File: config.mk
export PLATFORM = sky130hd
export DESIGN_NAME = dmem_port_arbiter
export DESIGN_NICKNAME = d
export VERILOG_FILES = /design/src/rtl/dmem_arb_pkg.sv /design/src/rtl/dmem_port_arbiter_rr_arb2.sv /design/src/rtl/dmem_port_arbiter.sv
export SDC_FILE = /design/constraint.sdc
export NUM_CORES = 1
export LEC_CHECK = 0
export CORE_MARGIN = 4
export CORE_UTILIZATION = 30
export CTS_CLUSTER_DIAMETER = 60
export CTS_CLUSTER_SIZE = 16
export DETAILED_ROUTE_END_ITERATION = 7
export PLACE_DENSITY = 0.62
export SETUP_SLACK_MARGIN = 0.5
export SYNTH_ARGS = -nofsm -noshare
export SYNTH_HDL_FRONTEND = slang
export SYNTH_HIERARCHICAL = 1
export SYNTH_SLANG_ARGS = --single-unit
File: constraint.sdc
create_clock -name clk -period 3.3 [get_ports clk]
set_clock_uncertainty 0.2 [all_clocks]
set_input_delay 0.99 -clock clk [delete_from_list [all_inputs] [get_ports clk]]
set_output_delay 0.99 -clock clk [all_outputs]
set_load 0.03 [all_outputs]
File: src/rtl/dmem_arb_pkg.sv
// Shared types and constants for the data-memory port arbiter.
package dmem_arb_pkg;
  typedef enum logic [1:0] {IDLE, STROBE, WAIT} arb_state_t;
  localparam int PORT_CORE = 0;
  localparam int PORT_AUX = 1;
  localparam int MEM_LAT_MAX = 4;
endpackage

File: src/rtl/dmem_port_arbiter_rr_arb2.sv
// Two-way round-robin pick with a registered priority pointer.
module rr_arb2
  import dmem_arb_pkg::*;
(
  input  logic       clk,
  input  logic       reset,
  input  logic [1:0] req,
  input  logic       grant_en,
  output logic       sel
);
  logic fav;

  assign sel = (&req) ? fav : req[PORT_AUX];

  // after a grant the loser of the next tie is the port that just won
  always_ff @(posedge clk or negedge reset) begin
    if (!reset) begin
      fav <= 1'b0;
    end else if (grant_en) begin
      fav <= ~sel;
    end
  end
endmodule

File: src/rtl/dmem_port_arbiter.sv
// Shares one single-port data memory between the core and aux ports,
// one access in flight at a time.
module dmem_port_arbiter
  import dmem_arb_pkg::*;
#(
  parameter int DATA_W  = 32,
  parameter int ADDR_W  = 9,
  parameter int MEM_LAT = 1
) (
  input  logic              clk,
  input  logic              reset,
  input  logic              p0_req,
  input  logic              p0_we,
  input  logic [ADDR_W-1:0] p0_addr,
  input  logic [DATA_W-1:0] p0_wdata,
  output logic              p0_gnt,
  output logic              p0_done,
  output logic [DATA_W-1:0] p0_rdata,
  input  logic              p1_req,
  input  logic              p1_we,
  input  logic [ADDR_W-1:0] p1_addr,
  input  logic [DATA_W-1:0] p1_wdata,
  output logic              p1_gnt,
  output logic              p1_done,
  output logic [DATA_W-1:0] p1_rdata,
  output logic              mem_rd,
  output logic              mem_wr,
  output logic [ADDR_W-1:0] mem_addr,
  output logic [DATA_W-1:0] mem_wdata,
  input  logic [DATA_W-1:0] mem_rdata,
  output logic              busy
);
  localparam int LAT = (MEM_LAT < 1) ? 1 :
                       (MEM_LAT > MEM_LAT_MAX) ? MEM_LAT_MAX : MEM_LAT;
  localparam int CW = $clog2(LAT + 1);

  arb_state_t        state, nstate;
  logic              sel, grant_en;
  logic              strobe, fin;
  logic              lat_we, lat_idx;
  logic [ADDR_W-1:0] lat_addr;
  logic [DATA_W-1:0] lat_wdata;
  logic [CW-1:0]     cnt;
  logic [DATA_W-1:0] rdata_q [2];

  assign grant_en = (state == IDLE) && (p0_req || p1_req);

  rr_arb2 u_arb (
    .clk      (clk),
    .reset    (reset),
    .req      ({p1_req, p0_req}),
    .grant_en (grant_en),
    .sel      (sel)
  );

  always_comb begin
    nstate = state;
    unique case (state)
      IDLE:    if (p0_req || p1_req) nstate = STROBE;
      STROBE:  nstate = WAIT;
      WAIT:    if (cnt == '0) nstate = IDLE;
      default: nstate = IDLE;
    endcase
  end

  always_ff @(posedge clk or negedge reset) begin
    if (!reset) begin
      state      <= IDLE;
      lat_we     <= 1'b0;
      lat_idx    <= 1'b0;
      lat_addr   <= '0;
      lat_wdata  <= '0;
      cnt        <= '0;
      rdata_q[0] <= '0;
      rdata_q[1] <= '0;
    end else begin
      state <= nstate;
      if (grant_en) begin
        lat_idx   <= sel;
        lat_we    <= sel ? p1_we : p0_we;
        lat_addr  <= sel ? p1_addr : p0_addr;
        lat_wdata <= sel ? p1_wdata : p0_wdata;
      end
      if (state == STROBE) begin
        cnt <= lat_we ? '0 : CW'(LAT - 1);
      end else if (state == WAIT && cnt != '0) begin
        cnt <= cnt - 1'b1;
      end
      if (fin && !lat_we) begin
        rdata_q[lat_idx] <= mem_rdata;
      end
    end
  end

  assign strobe = (state == STROBE);
  assign fin    = (state == WAIT) && (cnt == '0);

  assign mem_rd    = strobe & ~lat_we;
  assign mem_wr    = strobe & lat_we;
  assign mem_addr  = lat_addr;
  assign mem_wdata = lat_wdata;
  assign busy      = (state != IDLE);

  assign p0_gnt  = strobe & ~lat_idx;
  assign p1_gnt  = strobe & lat_idx;
  assign p0_done = fin & ~lat_idx;
  assign p1_done = fin & lat_idx;

  // read data is forwarded in the done cycle, then held by the register
  assign p0_rdata = (p0_done && !lat_we) ? mem_rdata : rdata_q[PORT_CORE];
  assign p1_rdata = (p1_done && !lat_we) ? mem_rdata : rdata_q[PORT_AUX];
endmodule

==> results of run 1 <==
==> where the power goes <==
part | switching [W] | internal (W) | total (W)
Clock | 0.000514 | 0.000560 | 0.00107
Sequential | 0.000360 | 0.00205 | 0.00241
Combinational | 0.00273 | 0.00294 | 0.00567
==> flip-flops by register name, indices dropped and copies added (netlist names) <==
signal,count
rdata_q,64
mem_wdata,32
mem_addr,9
state,2
cnt,1
lat_idx,1
lat_we,1
u_arb/fav,1
==> repair_timing <==
item	CTS	global route
endpoints found under the setup margin	71	69
buffers inserted	16	5
gates cloned	4	0
pin swaps	0	1
gates resized for setup	72	40
==> layer usage <==
metal / part of all wire [%] / global-route usage [%] / vias to the layer above
met3: 6.9 / 4.338 / 19
met1: 39 / 16.55 / 1993
met2: 52 / 24.61 / 125
met4: 2.1 / 4.713 / 0
met5: 0 / 0 / -
li1: - / - / 1855
==> cells in the mapped netlist <==
master	count
o21ai_0	1
clkbuf_1	5
mux2_4	40
nor3_1	2
buf_6	6
dfrtp_1	111
nand2b_1	1
inv_1	2
a31oi_1	1
nor2_2	1
and2_2	1
and3_1	1
mux2_2	166
buf_2	10
mux2_1	5
mux2i_1	2
nor2_1	7
inv_2	1
or2_2	1
nand2b_4	2
nor4_4	2
==> cells by family (layout without fill, tap and decap cells) <==
kind of cell | Yosys count | after routing | share of synthesized area, %
DFF | 111 | 111 | 49.41
buffers and inverters | 24 | 294 | 2.626
and+or+nand+nor | 18 | 18 | 2.471
muxes | 213 | 213 | 45.29
AOI/OAI and AO/OA | 2 | 2 | 0.2003
==> metrics by stage <==
| stage | power [W] | hold WS, ns | TNS [ns] | setup slack [ns] |
|---|---|---|---|---|
| 2_1_floorplan | 0.005704 | 0.2583 | 0 | 0.4227 |
| 3_3_place_gp | 0.007724 | 0.2744 | -0.7381 | -0.1887 |
| 3_5_place_dp | 0.007803 | 0.2831 | -0.7680 | -0.2030 |
| 4_1_cts | 0.009217 | 0.3001 | 0 | 0.01643 |
| 5_1_grt | 0.009633 | 0.3131 | -0.3846 | -0.03519 |
| 6_report | 0.009155 | 0.2946 | 0 | 0.06652 |
==> cell type report <==
type / count / area, sq um
clock inverter: 5 / 38.79
sequential: 111 / 2781
clock buffer: 11 / 252.7
timing repair buffer: 275 / 2899
fill: 1569 / 9193
inverter: 3 / 11.26
tap: 229 / 286.5
multi-input combinational: 233 / 2746
==> path summary, 6_finish.rpt <==
kind                                 start      endpoint  slack, ns  cells past startpoint
worst max register to register    state[0]   rdata_q[11]       0.92                     10
max in group asynchronous            reset       lat_idx       1.76                      2
worst min register to register  rdata_q[3]    rdata_q[3]       0.29                      1
worst min-delay path            rdata_q[3]    rdata_q[3]       0.29                      1
worst max-delay path                lat_we  p0_rdata[23]       0.07                      5
min in group asynchronous            reset   rdata_q[56]       0.43                      1
==> worst register-to-register path, stage by stage, from the launching register on <==
cell,delay (ns)
dfrtp_1,0.39
nand2b_4,0.18
nor4_4,0.26
buf_12,0.20
buf_6,0.11
buf_4,0.09
buf_4,0.09
buf_4,0.09
bufbuf_16,0.24
buf_4,0.11
mux2_2,0.32
==> metrics.md, run 1 <==
| Metric | Value |
|---|---|
| Pin count of the biggest net entering global routing | `47` |
| Die X-Extent | `roughly 140 um` |
| Crit path capture type | `output port` |
| Grt ovf | `0` |
| Peak supply drop | `0.0005510 V` |
| Post-synthesis sequential area ratio | `around half` |
| RSZ-0062 raised after global routing | `true` |
| CP cell instances | `nor4_4 > buf_12 > buf_12 > mux2_2 > buf_4` |
| Worst path most repeated cell | `buf_12` |
| Slew Viols, Final | `0` |
| Min Tclk post-route | `3.233 ns` |
| Cell count after synthesis | `~370` |
| Worst Path Max Fanout | `23` |
| Clock tree sinks | `between 100 and 150` |
| First-pass GRT wire length | `around 23 mm` |
| Count of state elements after synthesis | `~110` |
| Layout Nets | `753` |
| DRC marker count from the first detailed-route iteration | `34` |
| Endpoints failing setup | `0` |
| Critical path's top delay family | `buffers and inverters` |
| Syn_nets | `488` |
| Root Driver | `clkbuf_16` |
| Synthesized cell area | `about 5600 sq um` |
| Final-report hold violation count | `0` |
| N_diodes | `0` |
| Total core area | `approximately 18,000 sq um` |
| Post-synth cell types | `21` |
| Static leakage | `3.866 nW` |
| Crit path buf inv count | `3` |
| GP Congestion | `~0.75` |
| Syn Area/Cell | `15.28 sq um` |
| Finished Layout Cells | `roughly 870` |
| Status | `complete, no violations` |
| Utilization after layout | `between 40% and 50%` |
| Vias | `3,992` |
| Fmax | `between 300 and 400 MHz` |
| Gr usage total | `between 10% and 20%` |
| Via density per instance | `between 4 and 5` |
| Die Area | `between 20,000 and 25,000 sq um` |
| Area growth, synth to finish | `60.38%` |
| CTS tree | `built` |
| Top area cells in the synthesized netlist | `dfrtp_1 (49%), mux2_2 (33%), mux2_4 (11%), buf_6 (1.2%), mux2_1 (1.0%)` |
| CP Launch Type | `register` |
| Cell Pwr Density | `roughly 1000 nW/um^2` |
| Clock Latency Late Sink | `0.35 ns` |
| Avg WL per Cell | `17.26 um` |
| Placed insts | `826` |
| CP max stage cell | `dfrtp_2` |
| Relative slew slack | `58.44%` |
| Critical Path RT | `2.11 ns` |
| IO Count | `232` |
| Post-synth top area share | `49.41%` |
| Arrival @ worst endpoint | `2.04 ns` |
| WL final | `~15 mm` |
| Deepest clock path buffer count | `2` |
| CP peak stage delay | `between 0.4 and 0.5 ns` |
| DP Wirelength | `10.67 mm` |
| CP Class | `reg2out` |
| CTS hold repair buffers | `0` |
| Buffers on Ports | `around 230` |
| DR DRC count | `0` |
| Layout cells sized above 1 | `roughly 55%` |
| Post-synth top area cell | `dfrtp_1` |
| Worst-path clk slew | `about 0.07 ns` |
| Antenna Violating Nets Remaining | `0` |
| Cts bufs inserted | `9` |
| Slew @ Worst Pin | `0.6234 ns` |
| Post-route clock period utilization | `97.98%` |
| Maxcap violations | `0` |
| Drt first pass iters | `3` |
| Post-Place Cell Area | `just over 8000 sq um` |
| Hold Path Class | `reg2reg` |
| Starting Density | `between 30 and 40%` |
| Yosys warns | `6` |
| Final Cell Area | `approximately 9000 sq um` |
| Initial antenna violation count | `0` |
| Site row count | `49` |
| DIE HEIGHT | `between 100 and 150 um` |
| Vias in the first global route | `4,371` |
| Commonest cells after routing, fill and taps aside | `mux2_2 (156), clkdlybuf4s50_1 (156), dfrtp_1 (108)` |
| Clock H-tree levels | `3` |
Note: power is estimated with default switching activity, not from simulation.
==> run 2: changes to the inputs <==
--- a/config.mk
+++ b/config.mk
@@ -10,6 +10,7 @@
 export CTS_CLUSTER_DIAMETER = 60
 export CTS_CLUSTER_SIZE = 16
 export DETAILED_ROUTE_END_ITERATION = 7
+export MAX_ROUTING_LAYER = met4
 export PLACE_DENSITY = 0.62
 export SETUP_SLACK_MARGIN = 0.5
 export SYNTH_ARGS = -nofsm -noshare
==> run 2 against run 1 <==
Compared with the run above: design area stayed put; hold slack is essentially flat; clock power hardly changed; die area did not move; first-iteration DRC count is 50% higher; largest cell class unchanged; routed wire length about the same; non-clock buffer count did not move; setup slack improved by 0.0012 ns; total power hardly changed; sequential share of layout area is the same; via count rose by 0.15%; sequential cell count unchanged.
==> metrics.md, run 2 (synthesis gave the netlist of run 1 again) <==
| Metric | Value |
|---|---|
| N_diodes | `0` |
| Final WS setup | `approximately 0.068 ns` |
| Area growth, synth to finish | `60.38%` |
| Arrival @ worst endpoint | `2.04 ns` |
| Buffers on Ports | `between 200 and 250` |
| CP Class | `reg2out` |
| Maxcap violations | `0` |
| Worst path most repeated cell | `buf_12` |
| CTS tree | `built` |
| Critical Path RT | `2.11 ns` |
| Endpoints failing setup | `0` |
| Reg2reg start | `state[0]` |
| Root Driver | `clkbuf_16` |
| Worst-path clk slew | `roughly 0.07 ns` |
| Clock Latency Late Sink | `between 0.3 and 0.4 ns` |
| Internal | `0.005547 W` |
| Fmax | `309.4 MHz` |
| Grt ovf | `0` |
| Hold Path Class | `reg2reg` |
| Reg power frac | `between 20% and 30%` |
| Worst Path Max Fanout | `23` |
| Cts bufs inserted | `9` |
| Final-report hold violation count | `0` |
| Min Tclk post-route | `about 3.2 ns` |
| RSZ-0062 raised after global routing | `true` |
| Pre-CTS setup slack | `-0.2030 ns` |
| DP Wirelength | `approximately 11 mm` |
| Avg WL per Cell | `about 17 um` |
| WL final | `around 15 mm` |
| Static leakage | `3.866 nW` |
| Clock tree sinks | `between 100 and 150` |
| Total core area | `18,210 sq um` |
| Initial antenna violation count | `0` |
| Starting Density | `a little under a third` |
| Site row count | `49` |
| Setup crit end | `p0_rdata[23]` |
| Max reg flops | `64` |
| Slew Viols, Final | `0` |
| CP cell instances | `nor4_4 > buf_12 > buf_12 > mux2_2 > buf_4` |
| WHS | `roughly 0.3 ns` |
| Via density per instance | `between 4 and 5` |
| DIE HEIGHT | `between 100 and 150 um` |
| Comb pwr share | `62.0%` |
| Slew @ Worst Pin | `just over 0.6 ns` |
| Die X-Extent | `144.9 um` |
| Share of power burned in the clock network | `between 10% and 20%` |
| Status | `complete, no violations` |
| Layout cells sized above 1 | `between 50% and 60%` |
| Gr usage total | `14.57%` |
| Final Cell Area | `between 9000 and 10,000 sq um` |
| Peak supply drop | `0.0005509 V` |
| CTS hold repair buffers | `0` |
| Vias | `3,998` |
| Layout Nets | `753` |
| RR Endpoint | `rdata_q[11]` |
| DRC marker count from the first detailed-route iteration | `between 50 and 60` |
| CP max stage cell | `dfrtp_2` |
| Clock H-tree levels | `3` |
| IO Count | `roughly 230` |
| Utilization after layout | `between 40% and 50%` |
| First-pass GRT wire length | `around 23 mm` |
| Vias in the first global route | `between 4,000 and 5,000` |
| Deepest clock path buffer count | `2` |
| Pin count of the biggest net entering global routing | `47` |
| Post-Place Cell Area | `around 8300 sq um` |
| Relative slew slack | `around 58%` |
| Cell Pwr Density | `roughly 1000 nW/um^2` |
| GP Congestion | `0.7605` |
| Commonest cells after routing, fill and taps aside | `mux2_2 (156), clkdlybuf4s50_1 (156), dfrtp_1 (108)` |
| Worst R2R Path Depth | `10` |
| Post-route clock period utilization | `a little over nine tenths` |
| Antenna Violating Nets Remaining | `0` |
| Crit path capture type | `output port` |
| Finished Layout Cells | `between 800 and 900` |
| CP Launch Type | `register` |
| R2R Setup Slk | `0.92 ns` |
| Placed insts | `826` |
| Drt first pass iters | `3` |
| Switch share | `between 30 and 40%` |
| DR DRC count | `0` |
| Setup crit start | `lat_we` |
| Sw power | `roughly 0.0036 W` |
| Largest Register | `rdata_q` |
| CP peak stage delay | `between 0.4 and 0.5 ns` |
| Die Area | `20,990 sq um` |
## run 2: worst min-delay path by stage
stage | cells after the start | to | slack [ns] | from
after floorplan | 1 | rdata_q[3] | 0.26 | rdata_q[3]
after CTS | 1 | rdata_q[3] | 0.30 | rdata_q[3]
after detailed placement | 1 | rdata_q[3] | 0.28 | rdata_q[3]
after global routing | 1 | rdata_q[3] | 0.31 | rdata_q[3]
final | 1 | rdata_q[3] | 0.29 | rdata_q[3]
after global placement | 1 | rdata_q[3] | 0.27 | rdata_q[3]
## run 2: area by class of cell
cell class / count / area, sq um
tap: 229 / 286.5
clock buffer: 11 / 252.7
inverter: 3 / 11.26
sequential: 111 / 2781
clock inverter: 5 / 38.79
multi-input combinational: 233 / 2746
timing repair buffer: 275 / 2899
fill: 1569 / 9193
## run 2: power by group through the flow
stage / Combinational [W] / Sequential, W / Clock, W
final: 0.00567 / 0.00241 / 0.00107
after global routing: 0.00597 / 0.00250 / 0.00117
after CTS: 0.00568 / 0.00241 / 0.00113
after detailed placement: 0.00538 / 0.00243 / 0
after global placement: 0.00534 / 0.00239 / 0
after floorplan: 0.00283 / 0.00287 / 0
## run 2: what timing repair did
| action | 4_1_cts | 5_1_grt |
|---|---|---|
| setup endpoints to repair | 71 | 69 |
| pin swaps | 0 | 1 |
| setup buffers | 16 | 5 |
| resized for setup | 72 | 40 |
| cloned | 4 | 0 |
## run 2: metal layers
layer  track usage [%]  vias to the layer above  wire length (um)
met5                 -                        -                 0
met4             4.713                        0               301
met3             3.812                       17               912
met2             24.61                      128              7767
met1             16.94                     1997              5979
li1                  -                     1856                 -
## run 2: worst max-delay path: cells and delay by family (launching register included)
family        cells  cell delay [ns]
simple gates      1             0.33
buf+inv           3             0.54
flops             1             0.45
mux               1             0.36
## run 2: per-stage QoR
step	setup TNS, ns	power [W]
floorplan	0	0.005704
global placement	-0.7381	0.007724
detailed placement	-0.7680	0.007803
CTS	0	0.009217
global route	-0.4146	0.009632
finish	0	0.009154
==> run 3: changes to the inputs <==
==> constraint.sdc (replaced) <==
create_clock -name clk -period 3.3 [get_ports clk]
set_clock_uncertainty 0.2 [all_clocks]
set_input_delay 0.825 -clock clk [delete_from_list [all_inputs] [get_ports clk]]
set_output_delay 0.825 -clock clk [all_outputs]
set_load 0.03 [all_outputs]
==> run 3 against run 2 <==
Compared with the run above: clock power up 5%; routed wire length rose by 12%; non-clock buffer count up 24; total power grew 5.6%; first-iteration DRC count is 82% higher; sequential share of layout area is 1.7 points lower; critical endpoint is now p0_rdata[16].
==> metrics.md, run 3 (synthesis gave the netlist of run 1 again) <==
| Metric | Value |
|---|---|
| Starting Density | `30.87%` |
| Final-report hold violation count | `0` |
| RSZ-0062 raised after global routing | `true` |
| Grt met2 use | `between 20% and 30%` |
| Cts bufs inserted | `9` |
| CP Launch Type | `register` |
| Worst R2R Path Depth | `7` |
| Initial antenna violation count | `0` |
| DP Wirelength | `~11 mm` |
| Layout Nets | `~800` |
| Max reg flops | `64` |
| Worst Path Max Fanout | `6` |
| Vias in the first global route | `~4,500` |
| Buffers on Ports | `approximately 230` |
| CTS hold repair buffers | `0` |
| GP Congestion | `around 0.76` |
| Met3 GRT Util | `4.404%` |
| DR DRC count | `0` |
| Slew @ Worst Pin | `around 0.48 ns` |
| Endpoints failing setup | `0` |
| Min Tclk post-route | `3.157 ns` |
| Commonest non-fill, non-tap cell in the layout | `clkdlybuf4s50_1` |
| Relative slew slack | `between 60% and 70%` |
| Via density per instance | `about 4.6` |
| Layout cells sized above 1 | `55.59%` |
| Die Area | `approximately 21,000 sq um` |
| Die X-Extent | `144.9 um` |
| Clock H-tree levels | `3` |
| Grt ovf | `0` |
| Fmax | `roughly 320 MHz` |
| Critical Path RT | `roughly 2.3 ns` |
| DIE HEIGHT | `between 100 and 150 um` |
| Slew Viols, Final | `0` |
| Drt first pass iters | `6` |
| Hold Path Class | `in2async` |
| CTS tree | `built` |
| Avg WL per Cell | `roughly 19 um` |
| Grt met1 use | `roughly a fifth` |
| IO Count | `232` |
| Status | `complete, no violations` |
| Final Cell Area | `between 9000 and 10,000 sq um` |
| Arrival @ worst endpoint | `between 2 and 2.5 ns` |
| Clock tree sinks | `111` |
| R2R Setup Slk | `1.03 ns` |
| Peak supply drop | `roughly 0.00051 V` |
| Gr usage total | `between 10% and 20%` |
| Maxcap violations | `0` |
| Root Driver | `clkbuf_16` |
| Largest Register | `rdata_q` |
| Static leakage | `about 4.1 nW` |
| RR Endpoint | `rdata_q[2]` |
| Commonest cells after routing, fill and taps aside | `clkdlybuf4s50_1 (159), mux2_2 (134), dfrtp_1 (108)` |
| Area growth, synth to finish | `69.98%` |
| Vias | `4,134` |
| Setup TNS | `0 ns` |
| Pin count of the biggest net entering global routing | `52` |
| Worst-path clk slew | `~0.080 ns` |
| DRC marker count from the first detailed-route iteration | `93` |
| CP Class | `reg2out` |
| WL final | `16.80 mm` |
| Post-Place Cell Area | `approximately 8300 sq um` |
| Deepest clock path buffer count | `2` |
| Utilization after layout | `52.48%` |
| Cell Pwr Density | `between 1000 and 1500 nW/um^2` |
| Post-route clock period utilization | `approximately 96%` |
| WHS | `roughly 0.23 ns` |
| Total core area | `around 18,000 sq um` |
| First-pass GRT wire length | `between 20 and 30 mm` |
| Clock Latency Late Sink | `around 0.35 ns` |
| Antenna Violating Nets Remaining | `0` |
| Most used routing layer | `met2` |
| Reg2reg start | `cnt` |
| Crit path capture type | `output port` |
| Site row count | `49` |
| N_diodes | `0` |
## run 3: layout make-up
class | count | area, sq um
Sequential cell | 111 | 2781
Clock inverter | 6 | 70.07
Multi-Input combinational cell | 233 | 2833
Clock buffer | 10 | 229.0
Tap cell | 229 | 286.5
Timing Repair Buffer | 299 | 3344
Inverter | 3 | 11.26
Fill cell | 1522 | 8653
## run 3: critical path, stage by stage (launching register included)
cell and delay [ns]:
dfrtp_2 0.43, buf_6 0.13, nor4_4 0.30, buf_6 0.19, clkbuf_16 0.17, buf_8 0.11, mux2_4 0.31, buf_12 0.14
## run 3: worst max path at each step
stage | from | cells after the start | slack [ns] | to
after floorplan | lat_we | 3 | 0.58 | p1_rdata[10]
after global placement | mem_rdata[29] | 3 | 0.06 | p1_rdata[29]
after detailed placement | mem_rdata[19] | 3 | 0.03 | p0_rdata[19]
after CTS | state[0] | 7 | 0.03 | p0_rdata[2]
after global routing | lat_we | 7 | 0.08 | p0_rdata[16]
final | lat_we | 7 | 0.14 | p0_rdata[16]
## run 3: layer usage
layer	routed length, um	part of all wire (%)
met5	0	0
met4	329	2.0
met3	1049	6.2
met2	8421	50
met1	6996	42
## run 3: power breakdown
| part | internal (W) | switching (W) | total (W) |
|---|---|---|---|
| registers | 0.00205 | 0.000378 | 0.00242 |
| logic | 0.00325 | 0.00287 | 0.00612 |
| clock network | 0.000595 | 0.000524 | 0.00112 |
| total | 0.00589 | 0.00377 | 0.00967 |
## run 3: stage by stage
stage	std cells	worst slack, ns	power (W)
after floorplan	368	0.5821	0.005692
after global placement	824	0.06423	0.007786
after detailed placement	824	0.02500	0.007889
after CTS	877	0.02535	0.009295
after global routing	891	0.07649	0.01014
final	891	0.1425	0.009669
## run 3: repair_timing
item / in CTS / in global routing
resized for setup: 383 / 107
cloned: 8 / 1
setup endpoints to repair: 71 / 64
buffers inserted: 29 / 13
pin swaps: 1 / 1
